[config.mk]
export PLATFORM = sky130hd
export DESIGN_NAME = wb_stage_flat
export DESIGN_NICKNAME = d
export VERILOG_FILES = /design/src/rtl/wb_stage_if.sv /design/src/rtl/wb_stage.sv /design/src/flat_wrapper.sv
export SDC_FILE = /design/constraint.sdc
export NUM_CORES = 1
export LEC_CHECK = 0
export ABC_AREA = 1
export BUFFER_PORTS_ARGS = -buffer_cell sky130_fd_sc_hd__buf_2
export CELL_PAD_IN_SITES_DETAIL_PLACEMENT = 2
export CELL_PAD_IN_SITES_GLOBAL_PLACEMENT = 2
export CORE_UTILIZATION = 31
export DETAILED_ROUTE_END_ITERATION = 8
export PLACE_DENSITY = 0.92
export SLEW_MARGIN = 25
export SYNTH_ARGS = -nofsm -noshare
export SYNTH_HDL_FRONTEND = slang
export SYNTH_SLANG_ARGS = --single-unit
[constraint.sdc]
create_clock -name clk -period 5.7 [get_ports clk]
set_clock_uncertainty 0.2 [all_clocks]
set_input_delay 1.14 -clock clk [delete_from_list [all_inputs] [get_ports clk]]
set_output_delay 1.14 -clock clk [all_outputs]
set_load 0.05 [all_outputs]
[src/rtl/wb_stage_if.sv]
// Memory-stage -> write-back handshake bundle: one retiring instruction plus its
// operands, qualified by valid_last/ready_last.
interface wb_stage_if #(
    parameter int unsigned XLEN  = 32,
    parameter int unsigned RF_AW = 5
) ();
    logic             valid_last;
    logic             ready_last;
    logic [XLEN-1:0]  pc;
    logic [31:0]      inst;
    logic [RF_AW-1:0] rd;
    logic             R_wen;
    logic             mem_ren;
    logic [XLEN-1:0]  MEM_Rdata;
    logic [XLEN-1:0]  Ex_result;
    logic [XLEN-1:0]  csrs;
    logic [3:0]       csr_wen;
    logic             jump_flag;

    modport master (
        output valid_last, pc, inst, rd, R_wen, mem_ren, MEM_Rdata,
               Ex_result, csrs, csr_wen, jump_flag,
        input  ready_last
    );

    modport slave (
        input  valid_last, pc, inst, rd, R_wen, mem_ren, MEM_Rdata,
               Ex_result, csrs, csr_wen, jump_flag,
        output ready_last
    );
endinterface

[src/rtl/wb_stage.sv]
// RV32 write-back stage: GPR/CSR write ports, EX forwarding, difftest commit record
// and minstret. All outputs are registers loaded from the next-state decode.
module wb_stage #(
    parameter int unsigned      XLEN         = 32,
    parameter int unsigned      RF_AW        = 5,
    parameter int unsigned      CNT_W        = 64,
    parameter logic [CNT_W-1:0] MINSTRET_RST = {CNT_W{1'b0}}
) (
    input  logic             clk,
    input  logic             rst,
    wb_stage_if.slave        up,
    output logic             rf_wen,
    output logic [RF_AW-1:0] rf_waddr,
    output logic [XLEN-1:0]  rf_wdata,
    output logic             csr_we,
    output logic [11:0]      csr_waddr,
    output logic [XLEN-1:0]  csr_wdata,
    output logic             fwd_valid,
    output logic [RF_AW-1:0] fwd_rd,
    output logic [XLEN-1:0]  fwd_data,
    output logic             commit_valid,
    output logic [XLEN-1:0]  commit_pc,
    output logic [31:0]      commit_inst,
    output logic             commit_jump,
    output logic [CNT_W-1:0] minstret
);

    typedef enum logic [1:0] {
        S_IDLE   = 2'd0,
        S_RETIRE = 2'd1,
        S_ECALL2 = 2'd2
    } state_e;

    localparam logic [11:0]     CSR_MSTATUS    = 12'h300;
    localparam logic [11:0]     CSR_MEPC       = 12'h341;
    localparam logic [11:0]     CSR_MCAUSE     = 12'h342;
    localparam logic [XLEN-1:0] MCAUSE_ECALL_M = {{(XLEN-4){1'b0}}, 4'd11};

    state_e           state_r, state_s;
    logic             ready_r, ready_s;
    logic             accept_s;

    logic [XLEN-1:0]  pc_r, pc_s;
    logic [31:0]      inst_r, inst_s;
    logic [RF_AW-1:0] rd_r, rd_s;
    logic             r_wen_r, r_wen_s;
    logic             mem_ren_r, mem_ren_s;
    logic [XLEN-1:0]  mem_rdata_r, mem_rdata_s;
    logic [XLEN-1:0]  ex_result_r, ex_result_s;
    logic [XLEN-1:0]  csrs_r, csrs_s;
    logic [2:0]       csr_wen_r, csr_wen_s;
    logic             jump_r, jump_s;

    logic             rf_wen_s;
    logic [RF_AW-1:0] rf_waddr_s;
    logic [XLEN-1:0]  rf_wdata_s;
    logic             csr_we_s;
    logic [11:0]      csr_waddr_s;
    logic [XLEN-1:0]  csr_wdata_s;
    logic             commit_valid_s;
    logic [XLEN-1:0]  commit_pc_s;
    logic [31:0]      commit_inst_s;
    logic             commit_jump_s;

    // csr_wen[3] is reserved and deliberately never captured
    logic             csr_wen_rsvd_unused_s;
    assign csr_wen_rsvd_unused_s = up.csr_wen[3];

    assign accept_s      = up.valid_last & ready_r;
    assign up.ready_last = ready_r;

    assign fwd_valid = rf_wen;
    assign fwd_rd    = rf_waddr;
    assign fwd_data  = rf_wdata;

    // Payload seen by the next cycle: fresh inputs on accept, otherwise the held copy
    always_comb begin
        if (accept_s) begin
            pc_s        = up.pc;
            inst_s      = up.inst;
            rd_s        = up.rd;
            r_wen_s     = up.R_wen;
            mem_ren_s   = up.mem_ren;
            mem_rdata_s = up.MEM_Rdata;
            ex_result_s = up.Ex_result;
            csrs_s      = up.csrs;
            csr_wen_s   = up.csr_wen[2:0];
            jump_s      = up.jump_flag;
        end else begin
            pc_s        = pc_r;
            inst_s      = inst_r;
            rd_s        = rd_r;
            r_wen_s     = r_wen_r;
            mem_ren_s   = mem_ren_r;
            mem_rdata_s = mem_rdata_r;
            ex_result_s = ex_result_r;
            csrs_s      = csrs_r;
            csr_wen_s   = csr_wen_r;
            jump_s      = jump_r;
        end
    end

    // Next-state logic; an ecall in RETIRE always moves on to its mcause cycle
    always_comb begin
        state_s = state_r;
        case (state_r)
            S_IDLE: begin
                if (accept_s) state_s = S_RETIRE;
                else          state_s = S_IDLE;
            end
            S_RETIRE: begin
                if (csr_wen_r[2])  state_s = S_ECALL2;
                else if (accept_s) state_s = S_RETIRE;
                else               state_s = S_IDLE;
            end
            S_ECALL2: begin
                if (accept_s) state_s = S_RETIRE;
                else          state_s = S_IDLE;
            end
            default: state_s = S_IDLE;
        endcase
    end

    // Output decode for the upcoming cycle, driven from next state and next payload
    always_comb begin
        ready_s        = 1'b1;
        rf_wen_s       = 1'b0;
        rf_waddr_s     = {RF_AW{1'b0}};
        rf_wdata_s     = {XLEN{1'b0}};
        csr_we_s       = 1'b0;
        csr_waddr_s    = 12'h000;
        csr_wdata_s    = {XLEN{1'b0}};
        commit_valid_s = 1'b0;
        commit_pc_s    = {XLEN{1'b0}};
        commit_inst_s  = 32'h0000_0000;
        commit_jump_s  = 1'b0;
        case (state_s)
            S_RETIRE: begin
                rf_wen_s   = r_wen_s & (rd_s != {RF_AW{1'b0}});
                rf_waddr_s = rd_s;
                if (mem_ren_s)         rf_wdata_s = mem_rdata_s;
                else if (csr_wen_s[0]) rf_wdata_s = csrs_s;
                else                   rf_wdata_s = ex_result_s;
                if (csr_wen_s[2]) begin
                    // ecall: mepc now, mcause and commit follow in ECALL2
                    ready_s     = 1'b0;
                    csr_we_s    = 1'b1;
                    csr_waddr_s = CSR_MEPC;
                    csr_wdata_s = pc_s;
                end else begin
                    commit_valid_s = 1'b1;
                    commit_pc_s    = pc_s;
                    commit_inst_s  = inst_s;
                    commit_jump_s  = jump_s;
                    if (csr_wen_s[1]) begin
                        csr_we_s    = 1'b1;
                        csr_waddr_s = CSR_MSTATUS;
                        csr_wdata_s = ex_result_s;
                    end else if (csr_wen_s[0]) begin
                        csr_we_s    = 1'b1;
                        csr_waddr_s = inst_s[31:20];
                        csr_wdata_s = ex_result_s;
                    end else begin
                        csr_we_s    = 1'b0;
                    end
                end
            end
            S_ECALL2: begin
                csr_we_s       = 1'b1;
                csr_waddr_s    = CSR_MCAUSE;
                csr_wdata_s    = MCAUSE_ECALL_M;
                commit_valid_s = 1'b1;
                commit_pc_s    = pc_s;
                commit_inst_s  = inst_s;
                commit_jump_s  = jump_s;
            end
            default: begin
                ready_s = 1'b1;
            end
        endcase
    end

    // State, payload and output registers; reset drops any in-flight instruction
    always_ff @(posedge clk) begin
        if (rst) begin
            state_r      <= S_IDLE;
            ready_r      <= 1'b1;
            pc_r         <= {XLEN{1'b0}};
            inst_r       <= 32'h0000_0000;
            rd_r         <= {RF_AW{1'b0}};
            r_wen_r      <= 1'b0;
            mem_ren_r    <= 1'b0;
            mem_rdata_r  <= {XLEN{1'b0}};
            ex_result_r  <= {XLEN{1'b0}};
            csrs_r       <= {XLEN{1'b0}};
            csr_wen_r    <= 3'b000;
            jump_r       <= 1'b0;
            rf_wen       <= 1'b0;
            rf_waddr     <= {RF_AW{1'b0}};
            rf_wdata     <= {XLEN{1'b0}};
            csr_we       <= 1'b0;
            csr_waddr    <= 12'h000;
            csr_wdata    <= {XLEN{1'b0}};
            commit_valid <= 1'b0;
            commit_pc    <= {XLEN{1'b0}};
            commit_inst  <= 32'h0000_0000;
            commit_jump  <= 1'b0;
        end else begin
            state_r      <= state_s;
            ready_r      <= ready_s;
            pc_r         <= pc_s;
            inst_r       <= inst_s;
            rd_r         <= rd_s;
            r_wen_r      <= r_wen_s;
            mem_ren_r    <= mem_ren_s;
            mem_rdata_r  <= mem_rdata_s;
            ex_result_r  <= ex_result_s;
            csrs_r       <= csrs_s;
            csr_wen_r    <= csr_wen_s;
            jump_r       <= jump_s;
            rf_wen       <= rf_wen_s;
            rf_waddr     <= rf_waddr_s;
            rf_wdata     <= rf_wdata_s;
            csr_we       <= csr_we_s;
            csr_waddr    <= csr_waddr_s;
            csr_wdata    <= csr_wdata_s;
            commit_valid <= commit_valid_s;
            commit_pc    <= commit_pc_s;
            commit_inst  <= commit_inst_s;
            commit_jump  <= commit_jump_s;
        end
    end

    // minstret counts a retirement at the end of its commit cycle and wraps naturally
    always_ff @(posedge clk) begin
        if (rst) begin
            minstret <= MINSTRET_RST;
        end else begin
            minstret <= minstret + {{(CNT_W-1){1'b0}}, commit_valid};
        end
    end

endmodule

[src/flat_wrapper.sv]
// flat-port wrapper written by rule: the top's interface ports become plain ports
module wb_stage_flat 
#(
    parameter int unsigned      XLEN         = 32,
    parameter int unsigned      RF_AW        = 5,
    parameter int unsigned      CNT_W        = 64,
    parameter logic [CNT_W-1:0] MINSTRET_RST = {CNT_W{1'b0}}
)
  (clk, rst, rf_wen, rf_waddr, rf_wdata, csr_we, csr_waddr, csr_wdata, fwd_valid, fwd_rd, fwd_data, commit_valid, commit_pc, commit_inst, commit_jump, minstret, up_valid_last, up_pc, up_inst, up_rd, up_R_wen, up_mem_ren, up_MEM_Rdata, up_Ex_result, up_csrs, up_csr_wen, up_jump_flag, up_ready_last);
  wb_stage_if #(.XLEN(XLEN), .RF_AW(RF_AW)) up_i ();
  input  logic clk;
  input  logic rst;
  output logic rf_wen;
  output logic [RF_AW-1:0] rf_waddr;
  output logic [XLEN-1:0] rf_wdata;
  output logic csr_we;
  output logic [11:0] csr_waddr;
  output logic [XLEN-1:0] csr_wdata;
  output logic fwd_valid;
  output logic [RF_AW-1:0] fwd_rd;
  output logic [XLEN-1:0] fwd_data;
  output logic commit_valid;
  output logic [XLEN-1:0] commit_pc;
  output logic [31:0] commit_inst;
  output logic commit_jump;
  output logic [CNT_W-1:0] minstret;
  input wire logic [$bits(up_i.valid_last)-1:0] up_valid_last;
  input wire logic [$bits(up_i.pc)-1:0] up_pc;
  input wire logic [$bits(up_i.inst)-1:0] up_inst;
  input wire logic [$bits(up_i.rd)-1:0] up_rd;
  input wire logic [$bits(up_i.R_wen)-1:0] up_R_wen;
  input wire logic [$bits(up_i.mem_ren)-1:0] up_mem_ren;
  input wire logic [$bits(up_i.MEM_Rdata)-1:0] up_MEM_Rdata;
  input wire logic [$bits(up_i.Ex_result)-1:0] up_Ex_result;
  input wire logic [$bits(up_i.csrs)-1:0] up_csrs;
  input wire logic [$bits(up_i.csr_wen)-1:0] up_csr_wen;
  input wire logic [$bits(up_i.jump_flag)-1:0] up_jump_flag;
  output wire logic [$bits(up_i.ready_last)-1:0] up_ready_last;
  assign up_i.valid_last = up_valid_last;
  assign up_i.pc = up_pc;
  assign up_i.inst = up_inst;
  assign up_i.rd = up_rd;
  assign up_i.R_wen = up_R_wen;
  assign up_i.mem_ren = up_mem_ren;
  assign up_i.MEM_Rdata = up_MEM_Rdata;
  assign up_i.Ex_result = up_Ex_result;
  assign up_i.csrs = up_csrs;
  assign up_i.csr_wen = up_csr_wen;
  assign up_i.jump_flag = up_jump_flag;
  assign up_ready_last = up_i.ready_last;
  wb_stage #(.XLEN(XLEN), .RF_AW(RF_AW), .CNT_W(CNT_W), .MINSTRET_RST(MINSTRET_RST)) u_core (.clk(clk), .rst(rst), .up(up_i), .rf_wen(rf_wen), .rf_waddr(rf_waddr), .rf_wdata(rf_wdata), .csr_we(csr_we), .csr_waddr(csr_waddr), .csr_wdata(csr_wdata), .fwd_valid(fwd_valid), .fwd_rd(fwd_rd), .fwd_data(fwd_data), .commit_valid(commit_valid), .commit_pc(commit_pc), .commit_inst(commit_inst), .commit_jump(commit_jump), .minstret(minstret));
endmodule
==> impl_metrics.json <==
{
  "grt_pass1_wl_um": 104000,
  "syn_inst": 2113,
  "syn2layout_area_growth_pct": 23.8,
  "status": "finished clean",
  "grt_pass1_vias": 17400,
  "drive_gt1_share_pct": 21.5,
  "fin_area_sq_um": 19800,
  "post-place-ws_ns": 1.09,
  "holdWs_ns": 0.293,
  "die_y_um": 229,
  "synth_nets": 2292,
  "numCtsBuffers": 45,
  "reg2reg_slack_ns": 1.56,
  "cts_setup_buffers": 0,
  "ir_drop_uv": 228,
  "wl_um": 69000,
  "worst_pin_slew_ns": 1.05,
  "syn-cell-area_sq_um": 16000,
  "port_buffers": 425,
  "place_area_sq_um": 18200,
  "clock-sinks": 387,
  "grt-ovfl-total": 0,
  "viasPerCell": 4.84,
  "fp-row-count": 82,
  "synth_top_area_share_pct": 48.5,
  "fin_cells": 3194,
  "drt_first_pass_iters": 4,
  "synthFlopType": "dfxtp_1",
  "arrival_ns": 4.42,
  "clockRootBuffer": "clkbuf_16",
  "insertion_delay_ns": 0.59,
  "netlist_top_cells_count": "415 x nor2_1, 387 x dfxtp_1, 386 x nand2_1, 298 x inv_1, 105 x o21ai_0",
  "via_count": 15500,
  "synth.most_common_cell": "nor2_1",
  "max_cap_violations": 0,
  "hp-start": "u_core.inst_r[15]",
  "power_density_nw_per_um2": 342,
  "syn_area_per_cell_sq_um": 7.56,
  "fmax_mhz": 242,
  "cp.required_ns": 5.98,
  "core-area_sq_um": 50500,
  "r2r_cells": 11,
  "slew_viol_final": 0,
  "async_flop_share_pct": 0,
  "yosysSeqAreaShare_pct": 48.5,
  "synth_edf_count": 0,
  "min_path_type": "reg -> reg",
  "die-area_sq_um": 52500,
  "tns_ns": 0,
  "setup_violations": 0,
  "fin_crit_ns": 4.14,
  "hold_depth": 2,
  "grt_max_degree": 179,
  "worstPathMaxFanout": 61,
  "finalCritPeriodShare_pct": 72.6,
  "critPathLaunchType": "register",
  "relSlewSlack_pct": 29.9,
  "gp_congestion": 0.871,
  "dp_hpwl_um": 47500,
  "setup_ws_ns": 1.56,
  "ctsHoldBuffers": 0,
  "ant_nets": 0,
  "p_total_mw": 6.76,
  "ioPinCount": 427,
  "leakage_nw": 9.68,
  "clkTransAtPathRegs_ns": 0.06,
  "synth_top_cell_by_area": "dfxtp_1",
  "first_iter_violations": 631,
  "r2r_end": "u_core.csr_wdata[14]",
  "crit_path_end_kind": "register",
  "fin_nets": 2646,
  "synth.distinct_cells": 39,
  "track_usage_pct": 25.7,
  "hold_viol_final": 0,
  "final_core_util_pct": 39.2,
  "die_w_um": 229,
  "grt_setup_unrepaired": "no",
  "initial_core_util_pct": 31.7,
  "antenna_found_initial": 32,
  "dpl.cell_count": 3092,
  "yosys_warnings": 0,
  "synth_seq_cells": 387,
  "clockBufferDepth": 3,
  "route.detailed.drc": 0,
  "cts.htree.levels": 2,
  "wl_per_cell_um": 21.6,
  "nFillCells": 5952,
  "path_class": "reg -> reg",
  "cts_tree": "done",
  "hold-path-endpoint": "u_core.inst_r[15]",
  "r2r_start": "u_core.up.ready_last",
  "cts-resized-gates": 0,
  "synth.top_cells.by_area": "dfxtp_1 48%, nor2_1 9.7%, nand2_1 9.1%"
}
-- how the worst max path moves through the flow --
stage,from,endpoint,cells past startpoint
2_1_floorplan,up_valid_last,u_core.csr_wdata[13],15
3_3_place_gp,up_valid_last,u_core.csr_wdata[17],12
3_5_place_dp,up_valid_last,u_core.csr_wdata[11],12
4_1_cts,u_core.up.ready_last,u_core.csr_wdata[14],11
6_report,u_core.up.ready_last,u_core.csr_wdata[14],11
5_1_grt,u_core.up.ready_last,u_core.csr_wdata[14],11
-- kinds of logic (layout without fill, tap and decap cells) --
family,Yosys count,count (layout),synth area share [%]
AND/OR/NAND/NOR,924,924,23.3
multiplexers,75,75,4.70
flip-flops,387,387,48.5
XOR/XNOR,14,14,0.767
buffers and inverters,430,819,12.3
AO/OA/AOI/OAI,279,279,10.1
adder cells (fa/ha/maj),4,4,0.313
other,0,20,0
-- power breakdown --
group | internal, mW | leakage (nW) | switching, mW
sequential | 2.83 | 3.16 | 0.0532
clock | 1.72 | 0.736 | 1.25
combinational | 0.228 | 5.78 | 0.672
-- placed cells by master (no fill, tap or decap), types with 3 or more instances in the layout --
cell type	n
a211oi_1	26
a211oi_2	3
a21oi_1	77
and2_1	4
buf_2	424
buf_4	8
clkbuf_1	11
clkbuf_16	45
clkbuf_8	14
clkinv_2	6
dfxtp_1	387
diode_2	20
ha_1	4
inv_1	298
mux2i_1	75
nand2_1	386
nand3_1	54
nand4_1	10
nor2_1	415
nor2_2	6
nor2_4	4
nor3_1	34
nor3_2	3
o21a_1	30
o21ai_0	105
o21ai_1	26
o21ai_4	4
o21bai_1	5
xnor2_1	7
xor2_1	7
-- registers in the layout, summed over array words and instances, names as in the netlist, 12 cells and up --
name and flops:
u_core.csr_wdata 32, u_core.ex_result_r 32, u_core.commit_inst 32, u_core.inst_r 32, u_core.csrs_r 32, u_core.minstret 64
u_core.csr_waddr 12, u_core.fwd_data 32, u_core.mem_rdata_r 32, u_core.pc_r 32, u_core.commit_pc 32
-- per-layer routing --
metal / share of wire [%] / GRT usage, % / up-vias
li1: - / - / 7245
met1: 38 / 27.1 / 7582
met2: 52 / 48.0 / 441
met3: 5.3 / 5.81 / 176
met4: 4.5 / 12.2 / 22
met5: 0.21 / 0 / -
-- worst max-delay path, stage by stage, from the launching register on --
cell and delay [ns]:
dfxtp_1 0.76, nand2_8 0.49, a21oi_1 0.29, o21a_1 0.18, inv_1 0.08, ha_1 0.34, nor2_4 0.17, clkinv_1 0.32
nor2_2 0.28, nand2_1 0.23, buf_4 0.31, a211oi_1 0.32
-- area by class of cell --
cell class	instances	area [sq um]	share of cell area [%]
antenna	20	50.0	0.253
clock buffer	69	1350	6.81
clock inverter	13	148	0.746
inverter	302	1130	5.73
multi-input combinational	1296	6280	31.7
sequential	387	7750	39.2
tap	672	841	4.25
timing repair buffer	435	2240	11.3
Note: power is estimated with default switching activity, not from simulation.
